===== src/rtl/simon_pkg.sv =====
// Shared types and width helpers for the Simon sequence controller.
// Imported by the top level and the sequence memory.
package simon_pkg;

  typedef enum logic [3:0] {
    S_IDLE,
    S_ARM,
    S_ADD,
    S_SHOW,
    S_SHOW_ON,
    S_GAP,
    S_NEXT,
    S_INPUT,
    S_HOLD,
    S_WIN,
    S_LOSE
  } state_e;

  function automatic int color_w(input int n);
    return (n > 2) ? $clog2(n) : 1;
  endfunction

  function automatic int cnt_w(input int n);
    return (n < 1) ? 1 : $clog2(n + 1);
  endfunction

  function automatic int addr_w(input int n);
    return (n > 2) ? $clog2(n) : 1;
  endfunction

endpackage


===== src/rtl/simon_seq_mem.sv =====
// Colour sequence storage: one synchronous write port and a
// combinational read port.
module simon_seq_mem
  import simon_pkg::*;
#(
  parameter int NUM_COLORS = 4,
  parameter int DEPTH      = 32,
  localparam int COLOR_W   = color_w(NUM_COLORS),
  localparam int AW        = addr_w(DEPTH)
) (
  input  logic               CLK,
  input  logic               we_i,
  input  logic [AW-1:0]      waddr_i,
  input  logic [COLOR_W-1:0] wdata_i,
  input  logic [AW-1:0]      raddr_i,
  output logic [COLOR_W-1:0] rdata_o
);

  logic [COLOR_W-1:0] mem_q [DEPTH];

  always_ff @(posedge CLK) begin
    if (we_i) mem_q[waddr_i] <= wdata_i;
  end

  assign rdata_o = mem_q[raddr_i];

endmodule


===== src/rtl/simon_seq_controller.sv =====
// Simon game controller: grows a random colour sequence, replays it,
// then checks the player's presses with optional timeout.
module simon_seq_controller
  import simon_pkg::*;
#(
  parameter int NUM_COLORS    = 4,
  parameter int DEPTH         = 32,
  parameter int TIMEOUT_TICKS = 8,
  localparam int COLOR_W      = color_w(NUM_COLORS),
  localparam int CNT_W        = cnt_w(DEPTH)
) (
  input  logic               CLK,
  input  logic               RST,
  input  logic [COLOR_W-1:0] IN,
  input  logic               IN_VALID,
  input  logic [COLOR_W-1:0] RAND,
  input  logic               START_GAME,
  input  logic               FAST,
  input  logic               TIMER_PULSE,
  output logic               TIMER_GO,
  output logic [COLOR_W-1:0] OUT,
  output logic               OUT_ENA,
  output logic               WIN,
  output logic               LOSE,
  output logic               HS,
  output logic [CNT_W-1:0]   SCORE,
  output logic [CNT_W-1:0]   HIGH_SCORE
);

  localparam int AW    = addr_w(DEPTH);
  localparam int TMO_W = cnt_w(TIMEOUT_TICKS);

  localparam logic [CNT_W-1:0]   DEPTH_C = CNT_W'(DEPTH);
  localparam logic [TMO_W-1:0]   TMO_C   = TMO_W'(TIMEOUT_TICKS);
  localparam logic [COLOR_W-1:0] OUT_RST = COLOR_W'(NUM_COLORS - 1);
  localparam logic [COLOR_W:0]   NC_EXT  = (COLOR_W + 1)'(NUM_COLORS);

  state_e state_q, state_d;
  logic [CNT_W-1:0]   idx_q, idx_d;
  logic [CNT_W-1:0]   len_q, len_d;
  logic [TMO_W-1:0]   tmo_q, tmo_d;
  logic               good_q, good_d;
  logic [COLOR_W-1:0] out_q, out_d;
  logic               ena_q, ena_d;
  logic               go_q, go_d;
  logic               win_q, win_d;
  logic               lose_q, lose_d;
  logic               hs_q, hs_d;
  logic [CNT_W-1:0]   score_q, score_d;
  logic [CNT_W-1:0]   high_q, high_d;

  logic               mem_we;
  logic [COLOR_W-1:0] rdata;
  logic [COLOR_W-1:0] rand_fold;
  logic               last;

  // RAND spans at most 2*NUM_COLORS values, so one subtract folds it
  assign rand_fold = ({1'b0, RAND} >= NC_EXT)
                   ? RAND - NC_EXT[COLOR_W-1:0] : RAND;
  assign last = (idx_q == len_q - 1'b1);

  simon_seq_mem #(
    .NUM_COLORS(NUM_COLORS),
    .DEPTH     (DEPTH)
  ) u_mem (
    .CLK    (CLK),
    .we_i   (mem_we),
    .waddr_i(len_q[AW-1:0]),
    .wdata_i(rand_fold),
    .raddr_i(idx_q[AW-1:0]),
    .rdata_o(rdata)
  );

  always_comb begin
    state_d = state_q;
    idx_d   = idx_q;
    len_d   = len_q;
    tmo_d   = tmo_q;
    good_d  = good_q;
    out_d   = out_q;
    ena_d   = ena_q;
    go_d    = 1'b0;
    win_d   = 1'b0;
    lose_d  = 1'b0;
    hs_d    = 1'b0;
    score_d = score_q;
    high_d  = high_q;
    mem_we  = 1'b0;
    unique case (state_q)
      S_IDLE: begin
        idx_d = '0;
        len_d = '0;
        if (START_GAME) state_d = S_ARM;
      end
      S_ARM: begin
        score_d = '0;
        if (!START_GAME) state_d = S_ADD;
      end
      S_ADD: begin
        if (len_q != DEPTH_C) begin
          mem_we = 1'b1;
          len_d  = len_q + 1'b1;
        end
        state_d = S_SHOW;
      end
      S_SHOW: begin
        out_d   = rdata;
        ena_d   = 1'b1;
        go_d    = 1'b1;
        state_d = S_SHOW_ON;
      end
      S_SHOW_ON: begin
        if (TIMER_PULSE) begin
          ena_d = 1'b0;
          if (FAST) begin
            state_d = S_NEXT;
          end else begin
            go_d    = 1'b1;
            state_d = S_GAP;
          end
        end
      end
      S_GAP: begin
        if (TIMER_PULSE) state_d = S_NEXT;
      end
      S_NEXT: begin
        if (last) begin
          idx_d   = '0;
          tmo_d   = '0;
          go_d    = 1'b1;
          state_d = S_INPUT;
        end else begin
          idx_d   = idx_q + 1'b1;
          state_d = S_SHOW;
        end
      end
      S_INPUT: begin
        if (IN_VALID) begin
          good_d  = (IN == rdata);
          out_d   = IN;
          ena_d   = 1'b1;
          state_d = S_HOLD;
        end else if (TIMER_PULSE && TIMEOUT_TICKS != 0) begin
          tmo_d = tmo_q + 1'b1;
          if (tmo_d == TMO_C) state_d = S_LOSE;
        end
      end
      S_HOLD: begin
        if (!IN_VALID) begin
          ena_d = 1'b0;
          if (!good_q) begin
            state_d = S_LOSE;
          end else if (last) begin
            score_d = len_q;
            if (len_q == DEPTH_C) begin
              state_d = S_WIN;
            end else begin
              idx_d   = '0;
              state_d = S_ADD;
            end
          end else begin
            idx_d   = idx_q + 1'b1;
            tmo_d   = '0;
            go_d    = 1'b1;
            state_d = S_INPUT;
          end
        end
      end
      S_WIN, S_LOSE: begin
        win_d   = (state_q == S_WIN);
        lose_d  = (state_q == S_LOSE);
        hs_d    = (score_q > high_q);
        if (score_q > high_q) high_d = score_q;
        state_d = S_IDLE;
      end
      default: state_d = S_IDLE;
    endcase
  end

  always_ff @(posedge CLK or posedge RST) begin
    if (RST) begin
      state_q <= S_IDLE;
      idx_q   <= '0;
      len_q   <= '0;
      tmo_q   <= '0;
      good_q  <= 1'b0;
      out_q   <= OUT_RST;
      ena_q   <= 1'b0;
      go_q    <= 1'b0;
      win_q   <= 1'b0;
      lose_q  <= 1'b0;
      hs_q    <= 1'b0;
      score_q <= '0;
      high_q  <= '0;
    end else begin
      state_q <= state_d;
      idx_q   <= idx_d;
      len_q   <= len_d;
      tmo_q   <= tmo_d;
      good_q  <= good_d;
      out_q   <= out_d;
      ena_q   <= ena_d;
      go_q    <= go_d;
      win_q   <= win_d;
      lose_q  <= lose_d;
      hs_q    <= hs_d;
      score_q <= score_d;
      high_q  <= high_d;
    end
  end

  assign TIMER_GO   = go_q;
  assign OUT        = out_q;
  assign OUT_ENA    = ena_q;
  assign WIN        = win_q;
  assign LOSE       = lose_q;
  assign HS         = hs_q;
  assign SCORE      = score_q;
  assign HIGH_SCORE = high_q;

endmodule

===== config.mk =====
export PLATFORM = sky130hd
export DESIGN_NAME = simon_seq_controller
export DESIGN_NICKNAME = d
export VERILOG_FILES = /design/src/rtl/simon_pkg.sv /design/src/rtl/simon_seq_mem.sv /design/src/rtl/simon_seq_controller.sv
export SDC_FILE = /design/constraint.sdc
export NUM_CORES = 1
export LEC_CHECK = 0
export ABC_AREA = 1
export BUFFER_PORTS_ARGS = -buffer_cell sky130_fd_sc_hd__buf_2
export CAP_MARGIN = 20
export CORE_MARGIN = 2
export CORE_UTILIZATION = 50
export CTS_CLUSTER_SIZE = 30
export DETAILED_ROUTE_END_ITERATION = 8
export PLACE_DENSITY = 0.75
export SYNTH_ARGS = -nofsm -noshare
export SYNTH_HDL_FRONTEND = slang
export SYNTH_HIERARCHICAL = 1
export SYNTH_SLANG_ARGS = --single-unit

===== constraint.sdc =====
create_clock -name CLK -period 3.75 [get_ports CLK]
set_input_delay 0.1875 -clock CLK [delete_from_list [all_inputs] [get_ports CLK]]
set_output_delay 0.1875 -clock CLK [all_outputs]
set_load 0.02 [all_outputs]

### Word level (Yosys, flattened, before mapping)

Memories as Yosys holds them, arrays and structs flattened.
Index checks and enable logic that the tools add are counted.

| word-level totals | value |
|---|---|
| flip-flop bits (word level) | 40 |
| memories kept | 1 |
| bits in writable memories | 64 |
| input port bits | 10 |
| logic and storage cells | 120 |
| output and inout port bits | 19 |

Memory list:

| name | words | bits a word | read ports | clocked after memory_dff | wr ports | RTL line | text |
|---|---|---|---|---|---|---|---|
| u_mem.mem_q | 32 | 2 | 1 | 0 | 1 | simon_seq_mem.sv:19 | `logic [COLOR_W-1:0] mem_q [DEPTH];` |

| cells by class | value |
|---|---|
| reductions and logical operators | 17 |
| multiplexer cells | 53 |
| equality and inequality tests | 31 |
| add/subtract/negate cells | 4 |
| magnitude comparators | 1 |

Operators by type and width:

| kind | number |
|---|---|
| 4-bit 2-to-1 mux | 17 |
| 6-bit 2-to-1 mux | 9 |
| 4-bit one-hot mux with 9 select lines | 1 |
| 2-bit != test, second input constant | 13 |
| 6-bit one-hot mux with 2 select lines | 2 |
| 6-bit one-hot mux with 3 select lines | 1 |
| 4-bit by 3-bit equality test with 1-bit output, second input constant | 4 |
| 4-bit equality test, second input constant | 4 |
| 1-bit 2-to-1 mux | 16 |
| 7-bit AND reduction | 2 |
| 6-bit by 1-bit adder with 6-bit output, second input constant | 2 |
| 4-bit one-hot mux with 3 select lines | 1 |
| 4-bit AND reduction | 3 |
| 3-bit != test, second input constant | 3 |
| 4-bit by 2-bit equality test with 1-bit output, second input constant | 2 |
| 1-bit one-hot mux with 4 select lines | 2 |
| 2-bit AND reduction | 4 |
| 6-bit equality test | 1 |
| 6-bit equality test, second input constant | 1 |
| 6-bit > comparator | 1 |
| 6-bit != test, second input constant | 1 |
| 2-bit nonzero test | 3 |
| 3-bit nonzero test | 2 |
| 6-bit by 1-bit subtractor with 6-bit output, second input constant | 1 |
| other kinds (9) | 10 |

### Depth between registers and ports, before layout

Gate-level depths: netlist (run 1).

| logic depth | value |
|---|---|
| word-level depth | 6 |
| mapped depth | 15 |
| gate-level depth less buffers | 15 |

### Hierarchy

Netlist (run 1), hierarchy kept.

By module, submodules not included:

| module | times used | area an instance (um^2) | sequential area each (um^2) | cells an instance |
|---|---|---|---|---|
| simon_seq_mem | 1 | 2866.5 | 1921.8 | 267 |
| simon_seq_controller | 1 | 2431.1 | 1003.5 | 340 |

### Least setup slack after synthesis (run 1)

OpenSTA, ideal clock, no wires.

| timing | value |
|---|---|
| path type | reg-to-reg |
| from | reg len_q[0] |
| to | reg score_q[2], in the netlist SCORE[2] |
| library setup time | 118 ps |
| setup slack | 1791 ps |
| buffers on the path | 1 |
| data required time | 3632 ps |
| arrival time | 1841 ps |
| stages on the path, launching flop included | 16 |
| clock period less this slack | 1959 ps |
| path through | dfrtp_1 -> inv_2 -> ha_1 -> nand2_1 -> inv_1 -> nor2_1 -> nand2_1 -> nor2_1 -> nand2_1 -> nor2_2 -> nand3_1 -> nand2_1 -> nand2_2 -> buf_6 -> nand2_1 -> o21ai_2 |

| between the ends | value |
|---|---|
| cells in the longest elaborated chain, start to end | 4 |

RTL lines:

| item | RTL line | text |
|---|---|---|
| start, declared | simon_seq_controller.sv:40 | `logic [CNT_W-1:0] len_q, len_d;` |
| start signal, assigned | simon_seq_controller.sv:198 | `len_q <= len_d;` |
| 6-bit by 1-bit subtractor with 6-bit output | simon_seq_controller.sv:60 | `assign last = (idx_q == len_q - 1'b1);` |
| 6-bit equality test | simon_seq_controller.sv:60 |  |
| 2-bit != test (no line) | n/a |  |
| 4-bit AND reduction (no line) | n/a |  |
| end signal, assigned | simon_seq_controller.sv:207 | `score_q <= score_d;` |
| end, declared | simon_seq_controller.sv:49 | `logic [CNT_W-1:0] score_q, score_d;` |

Every way passes these cells.
A chain may end at the register's enable or synchronous reset.

### Final worst setup path (run 1)

| timing | value |
|---|---|
| from | reg len_q[0] |
| to | mem u_mem/mem_q[7][1] (netlist name) (enable) |

| between the ends | value |
|---|---|
| cells in the longest elaborated chain, start to end | 5 |

RTL lines:

| item | RTL line | text |
|---|---|---|
| 6-bit != test | simon_seq_controller.sv:100 | `if (len_q != DEPTH_C) begin` |
| 1-bit 2-to-1 mux | simon_seq_controller.sv:100 |  |
| 1-bit 2-to-1 mux | simon_seq_controller.sv:89 | `unique case (state_q)` |
| named net mem_we | simon_seq_controller.sv:52 | `logic mem_we;` |
| 1-bit 2-to-1 mux | simon_seq_mem.sv:22 | `if (we_i) mem_q[waddr_i] <= wdata_i;` |
| 1-bit 2-to-1 mux (implied by the code) | simon_seq_mem.sv:22 |  |
| end, declared | simon_seq_mem.sv:19 |  |

The timed path passes the listed nets, and every way through them passes these cells.

==> metrics.md, run 1 <==
| Metric | Value |
|---|---|
| Die H | 106.9 um |
| Vias in the first global route | 3985 |
| H-Tree Depth | 3 |
| Clock sink count | 104 |
| FMAX | 431.2 MHz |
| Crit path time final | 2.319 ns |
| Remaining antenna violation count | 0 |
| Yosys cell types | 33 |
| Die span in x | 106.9 um |
| Max-cap violation count | 0 |
| CP startpoint kind | register |
| Ys flop type | edfxtp_1 |
| Clk_skew | 0.01781 ns |
| Period utilisation layout | 61.85% |
| Area of the multi-input gates | 2014 um^2 |
| RSZ-0062 raised after global routing | no |
| Seq/Total Area, Yosys | 55.22% |
| Rows | 37 |
| Die Area | 11430 um^2 |
| Crit path capture type | register |
| TritonCTS clock tree | yes |
| DRC | 0 |
| Internal power | 1.980 mW |
| Sequential share of power | 43.4% |
| Post-synth top area share | 36.28% |
| Layout area overhead | 7.582% |
| Routed wire length | 11410 um |
| Post-Synthesis Cells | 607 |
| Fill cells | 914 |
| Ports | 29 |
| Initial Util | 51.31% |
| Outcome | complete, no violations |
| Post-CTS Setup Bufs | 0 |
| Storage cell area | 2925 um^2 |
| GRT Util Overall | 21.09% |
| Mapped Area | 5298 um^2 |
| Number of synthesized register bits | 104 |
| Core Area | 10320 um^2 |
| Remaining Overflow, GRT | 0 |
| Async set or reset register ratio after synthesis | 38.46% |
| Worst hold path type | in -> reg |
| Worst slew margin | 45.87% |
| TritonCTS Buffers | 9 |
| Largest net degree at the start of global routing | 41 |
| Power per Cell Area | 576.4 nW/um^2 |
| Crit Path Category | reg -> reg |
| First-pass GRT wire length | 18730 um |
| Switch share | 39.72% |
| Avg WL per Cell | 14.69 um |
| CP max FO | 9 |
| Nets | 656 |
| CTS Buffer Depth | 2 |
| Initial DRT Pass Iterations | 5 |
| Port bufs | 28 |
| Cell taking the most area after synthesis | edfxtp_1 |
| CP arrival | 2.38 ns |
| Worst-Skew Late Latency | 0.38 ns |
| Final hold vios | 0 |
| Via count | 4148 |
| Sw power | 1.305 mW |
| Vias per cell | 5.338 |
| Initial antenna violation count | 0 |
| EDFF count, synth | 64 |
| Top post-synthesis cells by area | edfxtp_1 (36%), dfrtp_1 (18%), nand2_1 (13%) |
| HPWL after DPL | 7673 um |
| Combinational power share | 35.3% |
| Mean post-synth cell area | 8.727 um^2 |
| Worst-Margin Slew | 0.8120 ns |
| DRT iter0 DRCs | 268 |
| RePlAce Congestion | 0.8815 |
| Final TNS setup | 0 ns |
| Critical Path RT | 3.81 ns |
| P_leak | 2.452 nW |
| Worst vdd ir | 0.3143 mV |
| Final cell count without fillers | 777 |
| Layout cells sized above 1 | 12.01% |
| CTS Root Cell | clkbuf_8 |
| Clock power share | 21.4% |
| Slew Limit Fails | 0 |
| Post-Syn Nets | 627 |
| Placed cells | 760 |
| Endpoints failing setup | 0 |
| Syn. warnings | 6 |
| Diode count | 0 |
| CTS clock-pin slew for the worst setup and hold paths | 0.11 ns |
## cell families (layout without fill, tap and decap cells)
group	Yosys count	after routing	synth area share (%)
and+or+nand+nor	375	375	29.76
buffers and inverters	71	105	6.755
DFF	104	104	55.22
xor gates and xnor gates	11	11	1.819
AOI/OAI and AO/OA	36	36	4.086
adders and majority gates	10	10	2.362
## power by group through the flow
stage          Clock, mW  Sequential (mW)  Combinational [mW]
2_1_floorplan          0             1.45               0.935
3_3_place_gp           0             1.44                1.12
3_5_place_dp           0             1.45                1.14
4_1_cts            0.716             1.42                1.15
5_1_grt            0.758             1.44                1.32
6_report           0.702             1.42                1.16
## state kept, by name, summed over array words and instances (netlist names)
register	cells
good_q	1
len_q	6
HS	1
u_mem/mem_q	64
LOSE	1
WIN	1
SCORE	6
HIGH_SCORE	6
OUT_ENA	1
idx_q	6
tmo_q	4
TIMER_GO	1
OUT	2
state_q	4
## placed cells by master (no fill, tap or decap), types with 2 or more instances in the layout
master	n
a21oi_1	8
a31oi_1	2
buf_2	28
buf_4	3
clkbuf_8	9
clkinvlp_4	2
dfrtp_1	38
dfstp_2	2
edfxtp_1	64
ha_1	10
inv_1	51
inv_2	4
nand2_1	189
nand2_2	13
nand3_1	77
nand4_1	5
nor2_1	78
nor2_2	3
nor3_1	7
o211ai_1	2
o21ai_0	15
o21ai_2	6
xnor2_1	4
xor2_1	7
## what timing repair did
item,4_1_cts,5_1_grt
gates resized for setup,0,0
endpoints found under the hold margin,38,0
hold buffers,1,0
endpoints found under the setup margin,0,0
## path summary, 6_finish.rpt
path | from | end | slack, ns | cells past startpoint
setup / recovery | len_q[0]$_DFFE_PP0P_ | u_mem/mem_q[7][1]$_DFFE_PP_ | 1.43 | 7
hold / removal | IN[0] | OUT[0]$_DFFE_PP1P_ | 0.06 | 3
setup reg to reg | len_q[0]$_DFFE_PP0P_ | u_mem/mem_q[7][1]$_DFFE_PP_ | 1.43 | 7
hold reg to reg | OUT[0]$_DFFE_PP1P_ | OUT[0]$_DFFE_PP1P_ | 0.50 | 2
max in group asynchronous | RST | OUT[0]$_DFFE_PP1P_ | 2.90 | 4
min in group asynchronous | RST | LOSE$_DFF_PP0_ | 0.47 | 4
## area by class of cell
class,instances,share of cell area [%]
well taps,136,2.986
repair buffers,32,3.030
multi-input cells,432,35.35
inverters,57,3.886
flip-flops and latches,104,51.33
clock inverters,6,1.186
clock buffers,10,2.239
## worst max-delay path, stage by stage, from the launching register on
cell and delay, ns:
dfrtp_1 0.52, inv_2 0.11, ha_1 0.25, nand3_2 0.11
o21ai_0 0.11, inv_1 0.16, nand3_1 0.41, nor2_1 0.33
## Yosys cell counts, types with 2 or more instances
cell / instances
nor3_1: 7
nand4_1: 5
a31oi_1: 2
nand2_2: 13
edfxtp_1: 64
inv_2: 4
o21ai_2: 6
a21oi_1: 8
xnor2_1: 4
buf_6: 8
buf_2: 3
dfstp_2: 2
o21ai_0: 15
nor2_1: 78
dfrtp_1: 38
nand2_1: 189
ha_1: 10
inv_1: 51
nand3_1: 77
xor2_1: 7
nor2_2: 3
o211ai_1: 2
## layer usage
layer	global-route usage (%)	share of wire, %	vias up	wire [um]
li1	-	-	2043	-
met3	3.891	5.4	10	613
met2	36.67	51	150	5830
met5	0	0	-	0
met4	6.122	0.95	0	108
met1	27.03	43	1945	4859
## per-stage QoR
| stage | setup slack, ns | hold WS [ns] | instance area [um^2] | util [%] | power (mW) |
|---|---|---|---|---|---|
| CTS | 1.431 | 0.04722 | 5699 | 55.21 | 3.286 |
| finish | 1.431 | 0.06023 | 5699 | 55.21 | 3.285 |
| global placement | 1.516 | 0.3336 | 5494 | 53.22 | 2.559 |
| floorplan | 1.791 | 0.2864 | 5298 | - | 2.382 |
| detailed placement | 1.459 | 0.3433 | 5494 | 53.22 | 2.588 |
| global route | 1.166 | 0.04759 | 5699 | 55.21 | 3.515 |
Power figures use the tool's default switching activity.
==> inputs of run 2 (changes only) <==
Clock period 3.75 ns to 2.2 ns, I/O delays scaled along.
==> metrics.md, run 2 (synthesized netlist as in run 1, its figures left out) <==
| Metric | Value |
|---|---|
| HPWL after DPL | 8240 um (was 7673 um) |
| Placed cells | 777 (was 760) |
| Worst slew margin | 62.66% (was 45.87%) |
| Initial antenna violation count | 0 (unchanged) |
| Ports | 29 (unchanged) |
| Rows | 37 (unchanged) |
| CP arrival | 2.31 ns (was 2.38 ns) |
| Initial DRT Pass Iterations | 5 (unchanged) |
| Worst vdd ir | 0.4963 mV (was 0.3143 mV) |
| CP max FO | 6 (was 9) |
| Final hold vios | 0 (unchanged) |
| Worst hold path type | in -> reg (unchanged) |
| Layout cells sized above 1 | 14.67% (was 12.01%) |
| CP startpoint kind | register (unchanged) |
| TritonCTS Buffers | 9 (unchanged) |
| P_leak | 2.568 nW (was 2.452 nW) |
| Remaining antenna violation count | 0 (unchanged) |
| DRC | 0 (unchanged) |
| DRT iter0 DRCs | 375 (was 268) |
| GRT Util Overall | 21.63% (was 21.09%) |
| Most common library cell in the layout ignoring fill and taps | nand2_1 (unchanged) |
| Fill cells | 916 (was 914) |
| Die H | 106.9 um (unchanged) |
| Vias per cell | 5.327 (was 5.338) |
| Final instance area | 5904 um^2 (was 5699 um^2) |
| Initial Util | 51.31% (unchanged) |
| FMAX | 489.0 MHz (was 431.2 MHz) |
| Reg2Reg Depth | 14 (was 7) |
| Routed wire length | 11700 um (was 11410 um) |
| Worst-Margin Slew | 0.5601 ns (was 0.8120 ns) |
| Die span in x | 106.9 um (unchanged) |
| Largest net degree at the start of global routing | 41 (unchanged) |
| Port bufs | 28 (unchanged) |
| Largest register FFs | 64 (unchanged) |
| Slew Limit Fails | 0 (unchanged) |
| Placement Cell Area | 5634 um^2 (was 5494 um^2) |
| Critical Path RT | 2.47 ns (was 3.81 ns) |
| Period utilisation layout | 92.96% (was 61.85%) |
| Outcome | complete, no violations (unchanged) |
| Final worst slack | 0.1549 ns (was 1.431 ns) |
| Crit Path Category | reg -> reg (unchanged) |
| RePlAce Congestion | 0.8858 (was 0.8815) |
| CTS Buffer Depth | 2 (unchanged) |
| WHS Path Cells | 3 (unchanged) |
| CTS Root Cell | clkbuf_8 (unchanged) |
| Final cell count without fillers | 797 (was 777) |
| CTS clock-pin slew for the worst setup and hold paths | 0.10 ns (was 0.11 ns) |
| Crit path capture type | register (unchanged) |
| Die Area | 11430 um^2 (unchanged) |
| Layout area overhead | 11.45% (was 7.582%) |
| Worst-Skew Late Latency | 0.38 ns (about the same) |
| Final TNS setup | 0 ns (unchanged) |
| H-Tree Depth | 3 (unchanged) |
| Commonest non-fill, non-tap cells in the layout | nand2_1 (188), nor2_1 (78), nand3_1 (77) (was nand2_1 (189), nor2_1 (78), nand3_1 (77)) |
| Vias in the first global route | 4003 (was 3985) |
| Crit path time final | 2.045 ns (was 2.319 ns) |
| Core Area | 10320 um^2 (unchanged) |
| Via count | 4246 (was 4148) |
| Clock sink count | 104 (unchanged) |
| Max-cap violation count | 0 (unchanged) |
| Remaining Overflow, GRT | 0 (unchanged) |
| TritonCTS clock tree | yes (unchanged) |
| Biggest register | u_mem/mem_q (unchanged) |
| Power per Cell Area | 998.2 nW/um^2 (was 576.4 nW/um^2) |
| Clk_skew | 0.009603 ns (was 0.01781 ns) |
| Avg WL per Cell | 14.68 um (was 14.69 um) |
| Endpoints failing setup | 0 (unchanged) |
| Pre-CTS setup slack | 0.1252 ns (was 1.459 ns) |
| First-pass GRT wire length | 19050 um (was 18730 um) |
| Nets | 676 (was 656) |
| RSZ-0062 raised after global routing | no (unchanged) |
| Diode count | 0 (unchanged) |
| Final Power | 5.894 mW (was 3.285 mW) |
[run 2: changes by cell type in the layout (fill, tap and decap cells not counted), sizes merged]
| cell | delta |
|---|---|
| dlygate4sd3 | +2 |
| bufinv | +1 |
| clkbuf | +1 |
| buf | +18 |
| inv | +1 |
| clkinv | -1 |
| clkinvlp | -2 |
[run 2: critical path, cell delays in order (launching register included)]
cell     delay [ns]
dfrtp_1        0.41
inv_2          0.11
ha_1           0.27
nand2_1        0.08
inv_1          0.04
nor2_1         0.08
nand2_1        0.05
nor2_1         0.09
nand2_1        0.06
nor2_2         0.18
nand4_1        0.16
nand2_2        0.16
inv_1          0.12
nand2_1        0.07
nand2_1        0.05
[run 2: metrics by stage]
stage,hold slack [ns],utilization [%]
2_1_floorplan,0.2089,-
4_1_cts,0.05379,57.00
6_report,0.06832,57.19
5_1_grt,0.07102,57.19
3_3_place_gp,0.2561,54.58
3_5_place_dp,0.2726,54.58
[run 2: layout make-up]
class                           count  area [um^2]  share of cell area (%)
Clock inverter                      5        88.84                   1.505
Clock buffer                       11        131.4                   2.225
Multi-Input combinational cell    432         2026                   34.31
Tap cell                          136        170.2                   2.882
Sequential cell                   104         2927                   49.57
Timing Repair Buffer               52        340.3                   5.764
Inverter                           57        221.5                   3.751
[run 2: path summary, 6_finish.rpt]
| check | startpoint | endpoint | slack (ns) |
|---|---|---|---|
| min in group asynchronous | RST | LOSE$_DFF_PP0_ | 0.41 |
| max in group asynchronous | RST | idx_q[0]$_DFFE_PP0P_ | 1.40 |
| min reg2reg | OUT_ENA$_DFFE_PP0P_ | OUT_ENA$_DFFE_PP0P_ | 0.49 |
| max | len_q[0]$_DFFE_PP0P_ | idx_q[0]$_DFFE_PP0P_ | 0.15 |
| max reg2reg | len_q[0]$_DFFE_PP0P_ | idx_q[0]$_DFFE_PP0P_ | 0.15 |
| min | IN_VALID | state_q[3]$_DFFE_PP0P_ | 0.07 |
[run 2: power by group]
part	switching (mW)	internal (mW)	total [mW]	leakage, nW
Sequential	0.138	2.25	2.39	1.11
Clock	0.673	0.657	1.33	0.110
Combinational	1.46	0.710	2.17	1.35
Total	2.27	3.62	5.89	2.57
[run 2: repair_timing]
action	in CTS	in global routing
hold buffers	3	0
resized for setup	0	4
endpoints found under the setup margin	0	9
setup buffers	0	1
endpoints found under the hold margin	40	0
[run 2: routing by layer]
layer / part of all wire, % / track usage [%]
met5: 0 / 0
met4: 1.9 / 8.442
met3: 6.7 / 3.161
met2: 48 / 35.30
met1: 43 / 29.36
==> inputs of run 3 (changes only) <==
Settings changed: RECOVER_POWER set to 25, REMOVE_ABC_BUFFERS set to 1.
==> metrics.md, run 3 (synthesized netlist as in run 1, its figures left out) <==
| Metric | Value |
|---|---|
| Outcome | complete, no violations (unchanged) |
| Routed wire length | 11840 um (was 11700 um) |
| P_leak | 2.554 nW (was 2.568 nW) |
| DRC | 0 (unchanged) |
| DR WL met3 | 743 um (was 788 um) |
| Remaining Overflow, GRT | 0 (unchanged) |
| Initial antenna violation count | 0 (unchanged) |
| TritonCTS clock tree | yes (unchanged) |
| Layout cells sized above 1 | 14.91% (was 14.67%) |
| Rows | 37 (unchanged) |
| CTS Root Cell | clkbuf_8 (unchanged) |
| CP max FO | 5 (was 6) |
| Commonest non-fill, non-tap cells in the layout | nand2_1 (188), nor2_1 (78), nand3_1 (76) (was nand2_1 (188), nor2_1 (78), nand3_1 (77)) |
| Most common library cell in the layout ignoring fill and taps | nand2_1 (unchanged) |
| Vias in the first global route | 4024 (was 4003) |
| Die span in x | 106.9 um (unchanged) |
| RePlAce Congestion | 0.9268 (was 0.8858) |
| CP arrival | 2.36 ns (was 2.31 ns) |
| Slowest library cell on the worst path | dfrtp_1 (unchanged) |
| Period utilisation layout | 93.49% (was 92.96%) |
| Initial Util | 51.31% (unchanged) |
| Diode count | 0 (unchanged) |
| Layout Utilization | 57.24% (was 57.19%) |
| Worst vdd ir | 0.3739 mV (was 0.4963 mV) |
| CTS Buffer Depth | 2 (unchanged) |
| Max layer used | met4 (unchanged) |
| Wire length on met1 | 5253 um (was 5039 um) |
| Die H | 106.9 um (unchanged) |
| FMAX | 486.2 MHz (was 489.0 MHz) |
| Area of the multi-input gates | 2056 um^2 (was 2026 um^2) |
| Crit-path most repeated cell | nand2_1 (unchanged) |
| Power per Cell Area | 983.6 nW/um^2 (was 998.2 nW/um^2) |
| Final TNS setup | 0 ns (unchanged) |
| Worst-Skew Late Latency | 0.37 ns (was 0.38 ns) |
| DRT iter0 DRCs | 404 (was 375) |
| First-pass GRT wire length | 19220 um (was 19050 um) |
| Initial DRT Pass Iterations | 5 (unchanged) |
| Vias per cell | 5.278 (was 5.327) |
| Largest register FFs | 64 (unchanged) |
| Clock sink count | 104 (unchanged) |
| CP cell instances | inv_1 > ha_4 > nand2_1 > inv_1 > nor2_1 > nand2_1 > nor2_1 > nand2_1 > nor2_4 > nand4_1 > nand2_2 > buf_4 > nand2_1 > nand2_1 (was inv_2 > ha_1 > nand2_1 > inv_1 > nor2_1 > nand2_1 > nor2_1 > nand2_1 > nor2_2 > nand4_1 > nand2_2 > inv_1 > nand2_1 > nand2_1) |
| Core Area | 10320 um^2 (unchanged) |
| Max-cap violation count | 0 (unchanged) |
| Crit Path Category | reg -> reg (unchanged) |
| Placed cells | 775 (was 777) |
| Endpoints failing setup | 0 (unchanged) |
| Critical Path RT | 2.50 ns (was 2.47 ns) |
| Avg WL per Cell | 14.80 um (was 14.68 um) |
| Placement Cell Area | 5619 um^2 (was 5634 um^2) |
| Final hold vios | 0 (unchanged) |
| Layout area overhead | 11.55% (was 11.45%) |
| Critical Path Max Stage Delay | 0.39 ns (was 0.41 ns) |
| HPWL after DPL | 8061 um (was 8240 um) |
| Crit path capture type | register (unchanged) |
| Biggest register | u_mem/mem_q (unchanged) |
| Worst-Margin Slew | 1.311 ns (was 0.5601 ns) |
| Slew Limit Fails | 0 (unchanged) |
| CTS clock-pin slew for the worst setup and hold paths | 0.10 ns (about the same) |
| Storage cell area | 2925 um^2 (was 2927 um^2) |
| Die Area | 11430 um^2 (unchanged) |
| Clk_skew | 0.01268 ns (was 0.009603 ns) |
| GRT Util Overall | 21.79% (was 21.63%) |
| Ports | 29 (unchanged) |
| Remaining antenna violation count | 0 (unchanged) |
| Final Power | 5.813 mW (was 5.894 mW) |
| Final instance area | 5909 um^2 (was 5904 um^2) |
| Register-to-Register Setup Slack | 0.14 ns (was 0.15 ns) |
| Final cell count without fillers | 800 (was 797) |
| TritonCTS Buffers | 9 (unchanged) |
| Nets | 679 (was 676) |
| Worst slew margin | 12.62% (was 62.66%) |
| Via count | 4222 (was 4246) |
| Largest net degree at the start of global routing | 41 (unchanged) |
| Worst hold path type | in -> reg (unchanged) |
| CP startpoint kind | register (unchanged) |
| Met2 wire length | 5670 um (was 5640 um) |
| H-Tree Depth | 3 (unchanged) |
| Port bufs | 28 (unchanged) |
| Fill cells | 896 (was 916) |
| Crit path time final | 2.057 ns (was 2.045 ns) |
run 3: cell count changes in the layout (fill, tap and decap cells not counted), moves of 2 or more:
cell / previous run / this run
clkbuf_1: 2 / 5
buf_2: 28 / 26
buf_4: 20 / 23
bufinv_16: 2 / 0
run 3: worst max-delay path, delay by kind of cell (launching register included):
kind / cells / cell delay, ns
adder cells (fa/ha/maj): 1 / 0.23
AND/OR/NAND/NOR: 10 / 1.05
flip-flops: 1 / 0.39
buffers and inverters: 3 / 0.31
run 3: layout make-up:
cell class / count / share of cell area, %
Clock buffer: 13 / 2.520
Clock inverter: 3 / 0.4658
Inverter: 57 / 3.748
Multi-Input combinational cell: 432 / 34.79
Sequential cell: 104 / 49.50
Tap cell: 136 / 2.880
Timing Repair Buffer: 55 / 6.098
run 3: path summary, 6_finish.rpt:
kind	startpoint	to	depth (start not counted)
max	len_q[1]$_DFFE_PP0P_	idx_q[1]$_DFFE_PP0P_	14
min	IN_VALID	state_q[3]$_DFFE_PP0P_	3
min reg2reg	OUT_ENA$_DFFE_PP0P_	OUT_ENA$_DFFE_PP0P_	2
max reg2reg	len_q[1]$_DFFE_PP0P_	idx_q[1]$_DFFE_PP0P_	14
min in group asynchronous	RST	HIGH_SCORE[1]$_DFFE_PP0P_	4
max in group asynchronous	RST	idx_q[2]$_DFFE_PP0P_	4
run 3: timing repair:
action	in CTS	in global routing
endpoints found under the setup margin	0	16
resized for setup	0	8
hold buffers	3	0
endpoints found under the hold margin	40	0
setup buffers	0	6
run 3: per-stage QoR:
step                      hold slack, ns  worst slack (ns)
after floorplan                   0.2089            0.1142
after global placement            0.2525            0.2728
after detailed placement          0.2750            0.1176
after CTS                        0.04296           0.05525
after global routing             0.04983          -0.03655
final                            0.05726            0.1432
run 3: power by group:
group          total [mW]  switching [mW]  internal (mW)
sequential           2.38           0.127           2.25
combinational        2.32            1.54          0.781
clock                1.11           0.655          0.455
run 3: per-layer routing:
layer / vias up / global-route usage (%)
met2: 141 / 35.21
met1: 1985 / 29.00
met4: 0 / 7.514
met5: - / 0
met3: 14 / 5.106
li1: 2082 / -
